[src/rtl/lpm_tbl_access_ctrl.sv]
// AXI4-Lite register front end for the 32 x 128-bit LPM route table.
// Stages entry data and an index, and issues one-cycle read/write strobes with an ack timeout.
module lpm_tbl_access_ctrl #(
  parameter int                            C_S_AXI_DATA_WIDTH = 32,
  parameter int                            C_S_AXI_ADDR_WIDTH = 32,
  parameter logic [C_S_AXI_ADDR_WIDTH-1:0] C_BASEADDR         = 32'h0000_0000,
  parameter logic [C_S_AXI_ADDR_WIDTH-1:0] C_HIGHADDR         = 32'h0000_003F,
  parameter int                            C_ACK_TIMEOUT      = 16
) (
  input  logic                            AXI_ACLK,
  input  logic                            AXI_RESETN,
  input  logic [C_S_AXI_ADDR_WIDTH-1:0]   S_AXI_AWADDR,
  input  logic                            S_AXI_AWVALID,
  output logic                            S_AXI_AWREADY,
  input  logic [C_S_AXI_DATA_WIDTH-1:0]   S_AXI_WDATA,
  input  logic [C_S_AXI_DATA_WIDTH/8-1:0] S_AXI_WSTRB,
  input  logic                            S_AXI_WVALID,
  output logic                            S_AXI_WREADY,
  output logic [1:0]                      S_AXI_BRESP,
  output logic                            S_AXI_BVALID,
  input  logic                            S_AXI_BREADY,
  input  logic [C_S_AXI_ADDR_WIDTH-1:0]   S_AXI_ARADDR,
  input  logic                            S_AXI_ARVALID,
  output logic                            S_AXI_ARREADY,
  output logic [C_S_AXI_DATA_WIDTH-1:0]   S_AXI_RDATA,
  output logic [1:0]                      S_AXI_RRESP,
  output logic                            S_AXI_RVALID,
  input  logic                            S_AXI_RREADY,
  output logic                            tbl_rd_req,
  output logic                            tbl_wr_req,
  output logic [4:0]                      tbl_rd_addr,
  output logic [4:0]                      tbl_wr_addr,
  output logic [127:0]                    tbl_wr_data,
  input  logic [127:0]                    tbl_rd_data,
  input  logic                            tbl_wr_ack,
  input  logic                            tbl_rd_ack
);
  localparam int AW = C_S_AXI_ADDR_WIDTH;
  localparam int CW = (C_ACK_TIMEOUT < 2) ? 1 : $clog2(C_ACK_TIMEOUT);
  localparam logic [CW-1:0] CNT_LAST = CW'(C_ACK_TIMEOUT - 1);
  localparam logic [1:0] OKAY = 2'b00, SLVERR = 2'b10;
  localparam logic [3:0] R_ADDR = 4'd8, R_CMD = 4'd9, R_STAT = 4'd10;

  typedef enum logic [1:0] {IDLE, REQ, WAIT_ACK} state_e;

  state_e               state_q;
  logic [3:0][31:0]     wr_data_q, rd_data_q;
  logic [4:0]           addr_q;
  logic                 busy_q, done_q, timeout_q, err_q, cmd_rd_q;
  logic [CW-1:0]        cnt_q;
  logic                 rd_req_q, wr_req_q;
  logic                 awready_q, bvalid_q, arready_q, rvalid_q;
  logic [1:0]           bresp_q, rresp_q;
  logic [31:0]          rdata_q, rd_val;

  logic [AW-1:0] wr_off, rd_off;
  logic [3:0]    wr_idx, rd_idx;
  logic          wr_hit, rd_hit, wr_ro, wr_err, wr_hs, rd_hs, wr_ok, cmd_wr, cmd_ok;

  assign wr_off = S_AXI_AWADDR - C_BASEADDR;
  assign rd_off = S_AXI_ARADDR - C_BASEADDR;
  assign wr_idx = wr_off[5:2];
  assign rd_idx = rd_off[5:2];
  assign wr_hit = (S_AXI_AWADDR >= C_BASEADDR) && (S_AXI_AWADDR <= C_HIGHADDR) &&
                  (wr_off[AW-1:6] == '0) && (wr_idx <= R_STAT);
  assign rd_hit = (S_AXI_ARADDR >= C_BASEADDR) && (S_AXI_ARADDR <= C_HIGHADDR) &&
                  (rd_off[AW-1:6] == '0) && (rd_idx <= R_STAT);

  // Every writable register is frozen while a table access is in flight.
  assign wr_ro  = (wr_idx[3:2] == 2'b01) || (wr_idx == R_STAT);
  assign wr_err = !wr_hit || wr_ro || busy_q;
  assign wr_hs  = awready_q && S_AXI_AWVALID && S_AXI_WVALID;
  assign rd_hs  = arready_q && S_AXI_ARVALID;
  assign wr_ok  = wr_hs && !wr_err;
  assign cmd_wr = wr_ok && (wr_idx == R_CMD);
  assign cmd_ok = S_AXI_WDATA[0] ^ S_AXI_WDATA[1];

  logic unused_ok;
  assign unused_ok = ^{S_AXI_WSTRB, wr_off[1:0], rd_off[1:0]};

  always_comb begin
    rd_val = '0;
    if (rd_hit) begin
      case (rd_idx)
        4'd0, 4'd1, 4'd2, 4'd3: rd_val = wr_data_q[rd_idx[1:0]];
        4'd4, 4'd5, 4'd6, 4'd7: rd_val = rd_data_q[rd_idx[1:0]];
        R_ADDR:                 rd_val = {27'd0, addr_q};
        R_STAT:                 rd_val = {28'd0, err_q, timeout_q, done_q, busy_q};
        default:                rd_val = '0;
      endcase
    end
  end

  always_ff @(posedge AXI_ACLK) begin
    if (!AXI_RESETN) begin
      awready_q <= 1'b0;
      bvalid_q  <= 1'b0;
      bresp_q   <= OKAY;
      arready_q <= 1'b0;
      rvalid_q  <= 1'b0;
      rresp_q   <= OKAY;
      rdata_q   <= '0;
      wr_data_q <= '0;
      addr_q    <= '0;
    end else begin
      awready_q <= S_AXI_AWVALID && S_AXI_WVALID && !bvalid_q && !awready_q;
      arready_q <= S_AXI_ARVALID && !rvalid_q && !arready_q;
      if (wr_hs) begin
        bvalid_q <= 1'b1;
        bresp_q  <= wr_err ? SLVERR : OKAY;
      end else if (S_AXI_BREADY) begin
        bvalid_q <= 1'b0;
      end
      if (rd_hs) begin
        rvalid_q <= 1'b1;
        rdata_q  <= rd_val;
        rresp_q  <= rd_hit ? OKAY : SLVERR;
      end else if (S_AXI_RREADY) begin
        rvalid_q <= 1'b0;
      end
      if (wr_ok && (wr_idx[3:2] == 2'b00)) wr_data_q[wr_idx[1:0]] <= S_AXI_WDATA[31:0];
      if (wr_ok && (wr_idx == R_ADDR))     addr_q <= S_AXI_WDATA[4:0];
    end
  end

  always_ff @(posedge AXI_ACLK) begin
    if (!AXI_RESETN) begin
      state_q   <= IDLE;
      rd_req_q  <= 1'b0;
      wr_req_q  <= 1'b0;
      busy_q    <= 1'b0;
      done_q    <= 1'b0;
      timeout_q <= 1'b0;
      err_q     <= 1'b0;
      cmd_rd_q  <= 1'b0;
      cnt_q     <= '0;
      rd_data_q <= '0;
    end else begin
      rd_req_q <= 1'b0;
      wr_req_q <= 1'b0;
      case (state_q)
        IDLE: if (cmd_wr) begin
          if (cmd_ok) begin
            done_q    <= 1'b0;
            timeout_q <= 1'b0;
            err_q     <= 1'b0;
            busy_q    <= 1'b1;
            cmd_rd_q  <= S_AXI_WDATA[0];
            rd_req_q  <= S_AXI_WDATA[0];
            wr_req_q  <= S_AXI_WDATA[1];
            state_q   <= REQ;
          end else begin
            err_q <= 1'b1;
          end
        end
        REQ: begin
          cnt_q   <= '0;
          state_q <= WAIT_ACK;
        end
        WAIT_ACK: begin
          // An ack for the other command type is not ours and is dropped.
          if (cmd_rd_q ? tbl_rd_ack : tbl_wr_ack) begin
            if (cmd_rd_q) rd_data_q <= tbl_rd_data;
            done_q  <= 1'b1;
            busy_q  <= 1'b0;
            state_q <= IDLE;
          end else if (cnt_q == CNT_LAST) begin
            timeout_q <= 1'b1;
            busy_q    <= 1'b0;
            state_q   <= IDLE;
          end else begin
            cnt_q <= cnt_q + 1'b1;
          end
        end
        default: state_q <= IDLE;
      endcase
    end
  end

  assign S_AXI_AWREADY = awready_q;
  assign S_AXI_WREADY  = awready_q;
  assign S_AXI_BVALID  = bvalid_q;
  assign S_AXI_BRESP   = bresp_q;
  assign S_AXI_ARREADY = arready_q;
  assign S_AXI_RVALID  = rvalid_q;
  assign S_AXI_RRESP   = rresp_q;
  assign S_AXI_RDATA   = rdata_q;
  assign tbl_rd_req    = rd_req_q;
  assign tbl_wr_req    = wr_req_q;
  assign tbl_rd_addr   = addr_q;
  assign tbl_wr_addr   = addr_q;
  assign tbl_wr_data   = wr_data_q;
endmodule

[config.mk]
export PLATFORM = sky130hd
export DESIGN_NAME = lpm_tbl_access_ctrl
export DESIGN_NICKNAME = d
export VERILOG_FILES = /design/src/rtl/lpm_tbl_access_ctrl.sv
export SDC_FILE = /design/constraint.sdc
export NUM_CORES = 1
export LEC_CHECK = 0
export BUFFER_PORTS_ARGS = -buffer_cell sky130_fd_sc_hd__buf_4
export CAP_MARGIN = 40
export CORE_MARGIN = 8
export CORE_UTILIZATION = 52
export DETAILED_ROUTE_END_ITERATION = 6
export GPL_TIMING_DRIVEN = 0
export PLACE_DENSITY = 0.87
export REMOVE_ABC_BUFFERS = 1
export SETUP_SLACK_MARGIN = 0.1
export SYNTH_ARGS = -nofsm -noshare
export SYNTH_HDL_FRONTEND = slang
export SYNTH_SLANG_ARGS = --single-unit
[constraint.sdc]
create_clock -name AXI_ACLK -period 3.6 [get_ports AXI_ACLK]
set_input_delay 1.08 -clock AXI_ACLK [delete_from_list [all_inputs] [get_ports AXI_ACLK]]
set_output_delay 1.08 -clock AXI_ACLK [all_outputs]
set_load 0.005 [all_outputs]
## Yosys cells after proc, flatten, opt, wreduce, memory -nomap -nowiden

Index checks and enable logic that the tools add are counted.

- Word-level logic and storage cells: 144
- Flip-flop bits (word level): 314
- Bits of input ports: 237
- Output and inout port bits: 181

- Order comparisons: 9
- Equal/unequal tests: 23
- Multiplexer cells: 37
- Reduce and logical (&&, ||, !) cells: 48
- Add/subtract/negate cells: 1
- Bitwise operators: 1

Operators by type and width:

| kind | number |
|---|---|
| $bmux 32 s2 | 2 |
| $bwmux 128 | 1 |
| $mux 32 | 4 |
| $pmux 32 s4 | 1 |
| $demux 32 s2 | 1 |
| $ge 32x1->1 const B | 2 |
| $le 32x6->1 const B | 2 |
| $logic_not 26->1 | 2 |
| $eq 4x4->1 const B | 6 |
| $logic_and 1x1->1 | 19 |
| $eq 4x3->1 const B | 4 |
| $mux 1 | 15 |
| $mux 2 | 6 |
| $ne 2x2->1 const B | 6 |
| $reduce_and 3->1 | 4 |
| $reduce_and 4->1 | 3 |
| $eq 4x2->1 const B | 2 |
| $le 4x4->1 const B | 2 |
| $mux 4 | 2 |
| $pmux 4 s2 | 1 |
| $reduce_bool 2->1 | 4 |
| $reduce_or 4->1 | 2 |
| $logic_not 1->1 | 6 |
| $lt 2x3->1 const B | 2 |
| other kinds (14) | 20 |

## Depth between registers and ports, before layout

Gate-level depths: netlist (run 1).

- Depth in word-level cells: 12
- Mapped depth: 7
- Depth with buffers taken out: 6

## Least setup slack after synthesis (run 1)

No wires, ideal clock.

- Kind: input -> register
- Start point: input S_AXI_AWADDR[28]
- End point: register wr_data_q, in the netlist tbl_wr_data[65]
- Buffers on the path: 2
- Stages on the path: 7
- Slack: 785 ps
- Data arrival time: 2,699 ps
- Required time: 3,484 ps
- Setup time: 116 ps
- Path through: nor4_2 nand4_4 or4_1 buf_2 buf_6 mux2i_1 nor2b_1

- Longest elaborated chain between the ends: 10
- Elaborated cells on any way between the ends: 12
- Those cells by class: order compare (2); reduce/logical (10)

Ends and longest elaborated chain:

| what | RTL line | text |
|---|---|---|
| start, declared | 12 | `input logic [C_S_AXI_ADDR_WIDTH-1:0] S_AXI_AWADDR,` |
| $ge 32x1->1 or $le 32x6->1 (tied branches) | 64 | `assign wr_hit = (S_AXI_AWADDR >= C_BASEADDR) && (S_AXI_AWADDR <= C_HIGHADDR) &&` |
| $logic_and 1x1->1 | 64 |  |
| $logic_and 1x1->1 * | 64 |  |
| $logic_and 1x1->1 * | 65 | `(wr_off[AW-1:6] == '0) && (wr_idx <= R_STAT);` |
| $logic_not 1->1 * | 71 | `assign wr_err = !wr_hit \|\| wr_ro \|\| busy_q;` |
| $logic_or 1x1->1 * (2 in series) | 71 |  |
| $logic_not 1->1 * | 74 | `assign wr_ok = wr_hs && !wr_err;` |
| $logic_and 1x1->1 * | 74 |  |
| $logic_and 1x1->1 * | 121 | `if (wr_ok && (wr_idx[3:2] == 2'b00)) wr_data_q[wr_idx[1:0]] <= S_AXI_WDATA[31:0];` |
| end signal, assigned by index | 121 |  |
| end, declared | 47 | `logic [3:0][31:0] wr_data_q, rd_data_q;` |

Mark *: on every way between the ends. The rest lies on a longest branch, timed or not.
A chain may end at the register's enable or synchronous reset.

## Final worst setup path (run 1)

- Start point: input S_AXI_AWADDR[31]
- End point: register wr_data_q, in the netlist tbl_wr_data[92]

Same word-level chain as after synthesis.

==> results of run 1 <==
[state kept, by name, indices dropped and copies added, names as in the netlist, 2 cells and up]
signal	flops
tbl_wr_data	128
S_AXI_RDATA	32
tbl_rd_addr	5
rd_data_q	128
cnt_q	4
state_q	2
[report_power, final]
group / internal, mW / switching, mW / total (mW) / leakage (nW)
logic: 0.259 / 0.202 / 0.461 / 4.15
clock network: 2.29 / 1.39 / 3.68 / 0.589
registers: 3.45 / 0.00172 / 3.46 / 2.51
[how the worst min path moves through the flow]
stage	from	to	slack, ps	cells past startpoint
after floorplan	S_AXI_BVALID	S_AXI_AWREADY	420	1
after global placement	S_AXI_BVALID	S_AXI_AWREADY	420	1
after detailed placement	S_AXI_BVALID	S_AXI_AWREADY	430	1
after CTS	S_AXI_BVALID	S_AXI_AWREADY	440	1
after global routing	S_AXI_BVALID	S_AXI_AWREADY	470	1
final	S_AXI_BVALID	S_AXI_AWREADY	440	1
[metal layers]
layer | GRT usage [%] | vias to the layer above
met4 | 15.78 | 0
met3 | 7.642 | 184
met2 | 49.00 | 684
li1 | - | 5576
met5 | 0 | -
met1 | 29.95 | 6013
[worst register-to-register path, delay by kind of cell, from the launching register on]
family                 cells  cell delay [ps]
AND/OR/NAND/NOR            4             1860
flip-flops                 1              370
buffers and inverters      1              340
multiplexers               1              230
[cells by family (layout without fill, tap and decap cells)]
logic type                 after synthesis  after routing
and+or+nand+nor                        578            578
xor gates and xnor gates                 3              3
other                                    1              5
muxes                                  167            167
DFF                                    312            312
adders and majority gates                1              1
AOI/OAI and AO/OA                      252            252
buffers and inverters                  119            488
[cell usage in the layout (no fill, tap or decap), types with 3 or more instances in the layout]
| cell type | n |
|---|---|
| buf_6 | 8 |
| nor4_1 | 7 |
| and3_1 | 4 |
| a21boi_1 | 23 |
| buf_4 | 406 |
| o21a_1 | 5 |
| o21ai_0 | 36 |
| clkbuf_16 | 35 |
| bufinv_16 | 4 |
| clkinv_2 | 3 |
| dfxtp_1 | 312 |
| clkbuf_8 | 11 |
| nor2_1 | 17 |
| or4_2 | 3 |
| inv_1 | 4 |
| nand3_1 | 7 |
| buf_16 | 8 |
| nor4_2 | 5 |
| clkbuf_1 | 5 |
| a21oi_1 | 4 |
| a21boi_0 | 172 |
| diode_2 | 3 |
| nor2b_1 | 77 |
| mux2i_1 | 103 |
| a22oi_1 | 5 |
| mux4_2 | 63 |
| or4_1 | 3 |
| nand3b_1 | 3 |
| nand2_1 | 429 |
| nor4_4 | 5 |
[cell type report]
cell class              instances  area [um2]
fillers                      1828        7732
multi-input cells            1003        6967
flip-flops and latches        312        6246
repair buffers                425        3408
clock buffers                  51        1046
well taps                     335       419.2
clock inverters                 8       143.9
inverters                       4       15.01
diodes                          3       7.507
[synthesized netlist by cell type, types with 2 or more instances]
| library cell | count | area share, % |
|---|---|---|
| and3_1 | 5 | 0.23 |
| and2_1 | 2 | 0.091 |
| buf_4 | 11 | 0.60 |
| nand4_1 | 2 | 0.091 |
| a21boi_0 | 172 | 9.4 |
| a31oi_1 | 2 | 0.091 |
| nand2b_1 | 2 | 0.091 |
| clkbuf_2 | 2 | 0.073 |
| a21boi_1 | 23 | 1.3 |
| o21a_1 | 5 | 0.27 |
| buf_1 | 10 | 0.27 |
| nor2b_1 | 77 | 3.5 |
| a22oi_1 | 5 | 0.27 |
| nor4_1 | 7 | 0.32 |
| nand3b_1 | 3 | 0.16 |
| nor4_4 | 3 | 0.47 |
| clkbuf_1 | 76 | 2.1 |
| mux4_2 | 63 | 10 |
| buf_2 | 13 | 0.47 |
| o21ai_0 | 36 | 1.3 |
| nand2_1 | 429 | 12 |
| inv_1 | 4 | 0.11 |
| buf_6 | 3 | 0.25 |
| nor4bb_1 | 2 | 0.15 |
| nand3_1 | 8 | 0.29 |
| xnor2_1 | 2 | 0.13 |
| a21oi_1 | 4 | 0.15 |
| nor2_1 | 17 | 0.47 |
| mux2i_1 | 103 | 7.5 |
| nor4_2 | 7 | 0.64 |
| dfxtp_1 | 312 | 46 |
| or4_1 | 6 | 0.33 |
==> results.md, run 1 <==
* Status: complete, no violations
* RSZ-0062 raised after global routing: no
* Final setup fails at 0
* P per Cell Area at around 420 nW/um2
* Slowest cell on crit path: or4_2
* Largest family of logic cells by synthesized area: simple AND/OR/NAND/NOR gates
* DR vias/cell at a little under 6
* Layout Area Growth over Synthesis at 33.25%
* Gate Count Post-Synth at 1433
* Final Core Density at 70.24%
* CP bufs+invs at 2
* Starting density of the core at ~53%
* Clk slew on worst S/H paths at roughly 60 ps
* Worst R2R Start: busy_q
* Mean Syn Cell Area at ~9.6 um2
* GPL Wtd Cong at approximately 0.85
* H-tree Lvls at 2
* Placed cell areas at roughly 17000 um2
* Largest stage delay, worst path at between 1000 and 1500 ps
* Final hold violation count at 0
* Clk buf depth at 3
* HP Class: flop to flop
* Post-Synth Adder-Cell Area at less than 1%
* Clock Sinks at about 310
* Primary FF master, synth: dfxtp_1
* Relative slew slack at between 30% and 40%
* DPL Wire Length at approximately 33 mm
* Worst-Margin Slew at between 900 and 1000 ps
* Post-synth EDFFs at 0
* Post-route ant nets at 0
* Post-synth ARST share at 0%
* Hold_buf cts at 0
* Gr usage total at 27.92%
* Sequential-to-total area share from yosys stat at 45.60%
* Placed instance count at ~2.1k
* Netlist cell types at between 40 and 50
* CP Launch Point: S_AXI_AWADDR[31]
* Post-CTS sizing at 0
* Drt wl/cell at about 22 um
* Final WS setup at 114.8 ps
* R2r worst-path depth at 6
* Worst setup SP type: input pin
* DR vias at between 10k and 15k
* R2r setup slk at around 690 ps
* Num CTS Buffers at 34
* Antenna violations before repair at 1
* Critical Path End Type: flop
* Setup repair bufs after CTS at 0
* Core ar. at 25980 um2
* First-pass GRT wire length at 69.94 mm
* Multiplexer area fraction after synthesis at approximately 18%
* Synth Area in XOR/XNOR at less than 1%
* Number of global-route vias before repair at ~13k
* Initial drt markers at ~1.0k
* WL met3 at 4.674 mm
* Layout cell share with drive strength beyond 1 at 31.34%
* CP delay by family, top: simple AND/OR/NAND/NOR gates
* Worst Path Arrival at around 3900 ps
* DRC viols at 0
* CP required at around 4000 ps
* Top sig layer: met4
* Met2 wire len at 23.06 mm
* Yosys synthesis warning count at 0
* End of the critical path: tbl_wr_data[92]
* Port bufs at just over 400
* Max Freq at approximately 290 MHz
* Max Cap Viol at 0
* Post-Synth Simple-Gate Area at about a fifth
* Routed WL at 46.49 mm
* Non-Filler Instances at ~2.1k
* Skew final at 12.24 ps
* Clock Tree Root: clkbuf_16
* Synth Area in Compound Gates at about an eighth
* Final period util at 96.81%
* Leakage power at roughly 7.3 nW
* Total grt overflow at 0
* VDD IR max at about 0.00045 V
* Pre-Repair DR Iteration Count at 5
* Design Power at between 7 and 8 mW
* Die W at ~180 um
* Hold Slack at 435.0 ps
* Yosys reg bits at roughly 310
* Worst r2r dst: tbl_wr_data[92]
* Fin Setup TNS at 0 ps
* Critical path class: input pin to flop
* # IOs at approximately 420
* CP max FO at 17
* Post-Place Setup Slack at -308.4 ps
* Final instance area at between 15000 and 20000 um2
* CTS tree: yes
* Final Critical Period at approximately 3500 ps
* Largest net degree at the start of global routing at 163
* Routed met1 length at approximately 16 mm
* Die Ht at 178.3 um
* Post-layout nets at 2018
* Worst skew pair latency at 510 ps
* Max-slew violation count at 0
* Crit path cell chain: buf_4 -> nor4_1 -> nand2_2 -> or4_2 -> buf_12 -> mux2i_1 -> nor2b_1
* Die area at about 32000 um2
* Crit path depth at 7
* Row cnt at 59
* Mapped cell area at 13700 um2
Power figures use the tool's default switching activity.
==> run 2, diff against run 1 <==
CORE_ASPECT_RATIO = 1.5   (was not set)
==> run 2 against run 1 <==
Effect of this change:
- first-iteration DRC count is 38% lower
- utilization is 1.5 points lower
- clock skew is 1.8 ps higher
- total power is 8.8% lower
- critical endpoint is now tbl_wr_data[71]
- largest cell class unchanged
==> results.md, run 2 (synthesized netlist as in run 1, its figures left out) <==
* Post-CTS sizing at 0
* First-pass GRT wire length at slightly above 70 mm
* Max Freq at ~300 MHz
* Largest stage delay, worst path at 1130 ps
* HP Class: flop to flop
* Core ar. at between 20000 and 30000 um2
* DPL Wire Length at around 33 mm
* CP bufs+invs at 2
* VDD IR max at around 0.00044 V
* Number of global-route vias before repair at roughly 13k
* Max Cap Viol at 0
* Row cnt at 73
* DRC viols at 0
* Die area at between 30000 and 40000 um2
* Post-Place Setup Slack at -250.3 ps
* Final WS setup at roughly 260 ps
* Final hold violation count at 0
* Initial drt markers at ~650
* Leakage power at 7.148 nW
* Hold_buf cts at 0
* Commonest non-fill, non-tap cells in the layout: nand2_1 (429), buf_4 (406), dfxtp_1 (312)
* Max-slew violation count at 0
* Starting density of the core at between 50% and 60%
* R2r worst-path depth at 6
* Critical Path End Type: flop
* Die Ht at 214.8 um
* P per Cell Area at slightly below 400 nW/um2
* # IOs at approximately 420
* Total grt overflow at 0
* Skew final at 14.07 ps
* CP required at between 4000 and 5000 ps
* GPL Wtd Cong at roughly 0.86
* Routed WL at between 40 and 50 mm
* Crit path depth at 7
* Slowest cell on crit path: or4_2
* Critical path class: input pin to flop
* Gr usage total at 27.83%
* Layout Area Growth over Synthesis at 31.60%
* Layout cell share with drive strength beyond 1 at between 30% and 40%
* Antenna violations before repair at 1
* H-tree Lvls at 1
* Worst skew pair latency at between 500 and 600 ps
* DR vias/cell at 5.766
* Status: complete, no violations
* Clock Sinks at between 300 and 400
* Post-layout nets at just over 2k
* Crit path cell chain: buf_4 -> nor4_1 -> nand2_2 -> or4_2 -> buf_12 -> mux2i_1 -> nor2b_1
* Die W at 148.5 um
* Most common cell after layout, fill and taps aside: nand2_1
* Clk buf depth at 3
* # diodes at 0
* Num CTS Buffers at 29
* Worst-Margin Slew at ~910 ps
* Worst Path Arrival at roughly 3800 ps
* Post-route ant nets at 0
* Setup repair bufs after CTS at 0
* Final period util at 92.74%
* Final Critical Period at roughly 3300 ps
* Port bufs at about 410
* Clk slew on worst S/H paths at 60 ps
* Worst setup SP type: input pin
* Clock Tree Root: clkbuf_16
* Final setup fails at 0
* DR vias at approximately 12k
* Largest net degree at the start of global routing at between 150 and 200
* CP delay by family, top: simple AND/OR/NAND/NOR gates
* CTS tree: yes
* Pre-Repair DR Iteration Count at 5
* Min-Delay Path Depth at 2
* Drt wl/cell at around 21 um
* CP max FO at 17
* RSZ-0062 raised after global routing: no
* Design Power at slightly below 7 mW
* Relative slew slack at around two fifths
-- run 2: path summary, 6_finish.rpt --
check / startpoint / endpoint / slack, ps
worst max-delay path: S_AXI_AWADDR[31] / tbl_wr_data[71] / 260
worst min-delay path: S_AXI_RDATA[30] / S_AXI_RDATA[30] / 450
worst max register to register: busy_q / tbl_wr_data[71] / 710
worst min register to register: S_AXI_RDATA[30] / S_AXI_RDATA[30] / 450
-- run 2: worst min-delay path: stages, from the launching register on --
cell and delay, ps:
dfxtp_1 310, nand2_1 50, o21ai_1 50
-- run 2: per-layer routing --
| layer | global-route usage [%] | share of wire, % | up-vias |
|---|---|---|---|
| li1 | - | - | 5572 |
| met1 | 28.50 | 33 | 5876 |
| met2 | 49.01 | 51 | 690 |
| met3 | 6.351 | 9.0 | 183 |
| met4 | 19.24 | 6.8 | 2 |
| met5 | 0 | 0.022 | - |
-- run 2: report_power, final --
part           internal (mW)  switching [mW]  total [mW]
clock network           1.70            1.31        3.01
registers               3.45         0.00180        3.46
logic                  0.258           0.203       0.461
total                   5.41            1.52        6.93
-- run 2: cell type report --
cell class | count | area, um2
clock inverter | 10 | 82.58
timing repair buffer | 428 | 3447
multi-input combinational | 1003 | 6967
fill | 1889 | 8187
sequential | 312 | 6246
inverter | 4 | 15.01
tap | 337 | 421.7
clock buffer | 43 | 848.3
-- run 2: metrics by stage --
stage               utilization (%)  area [um2]  cells  hold WS (ps)  TNS, ps
finish                        68.77       18030   2137         447.5        0
global route                  68.77       18030   2137         467.1        0
CTS                           68.77       18030   2137         452.8        0
detailed placement            65.22       17100   2084         439.2    -3203
global placement              63.57       16660   2063         423.3  -484140
floorplan                         -       13190   1319         424.6   -36790
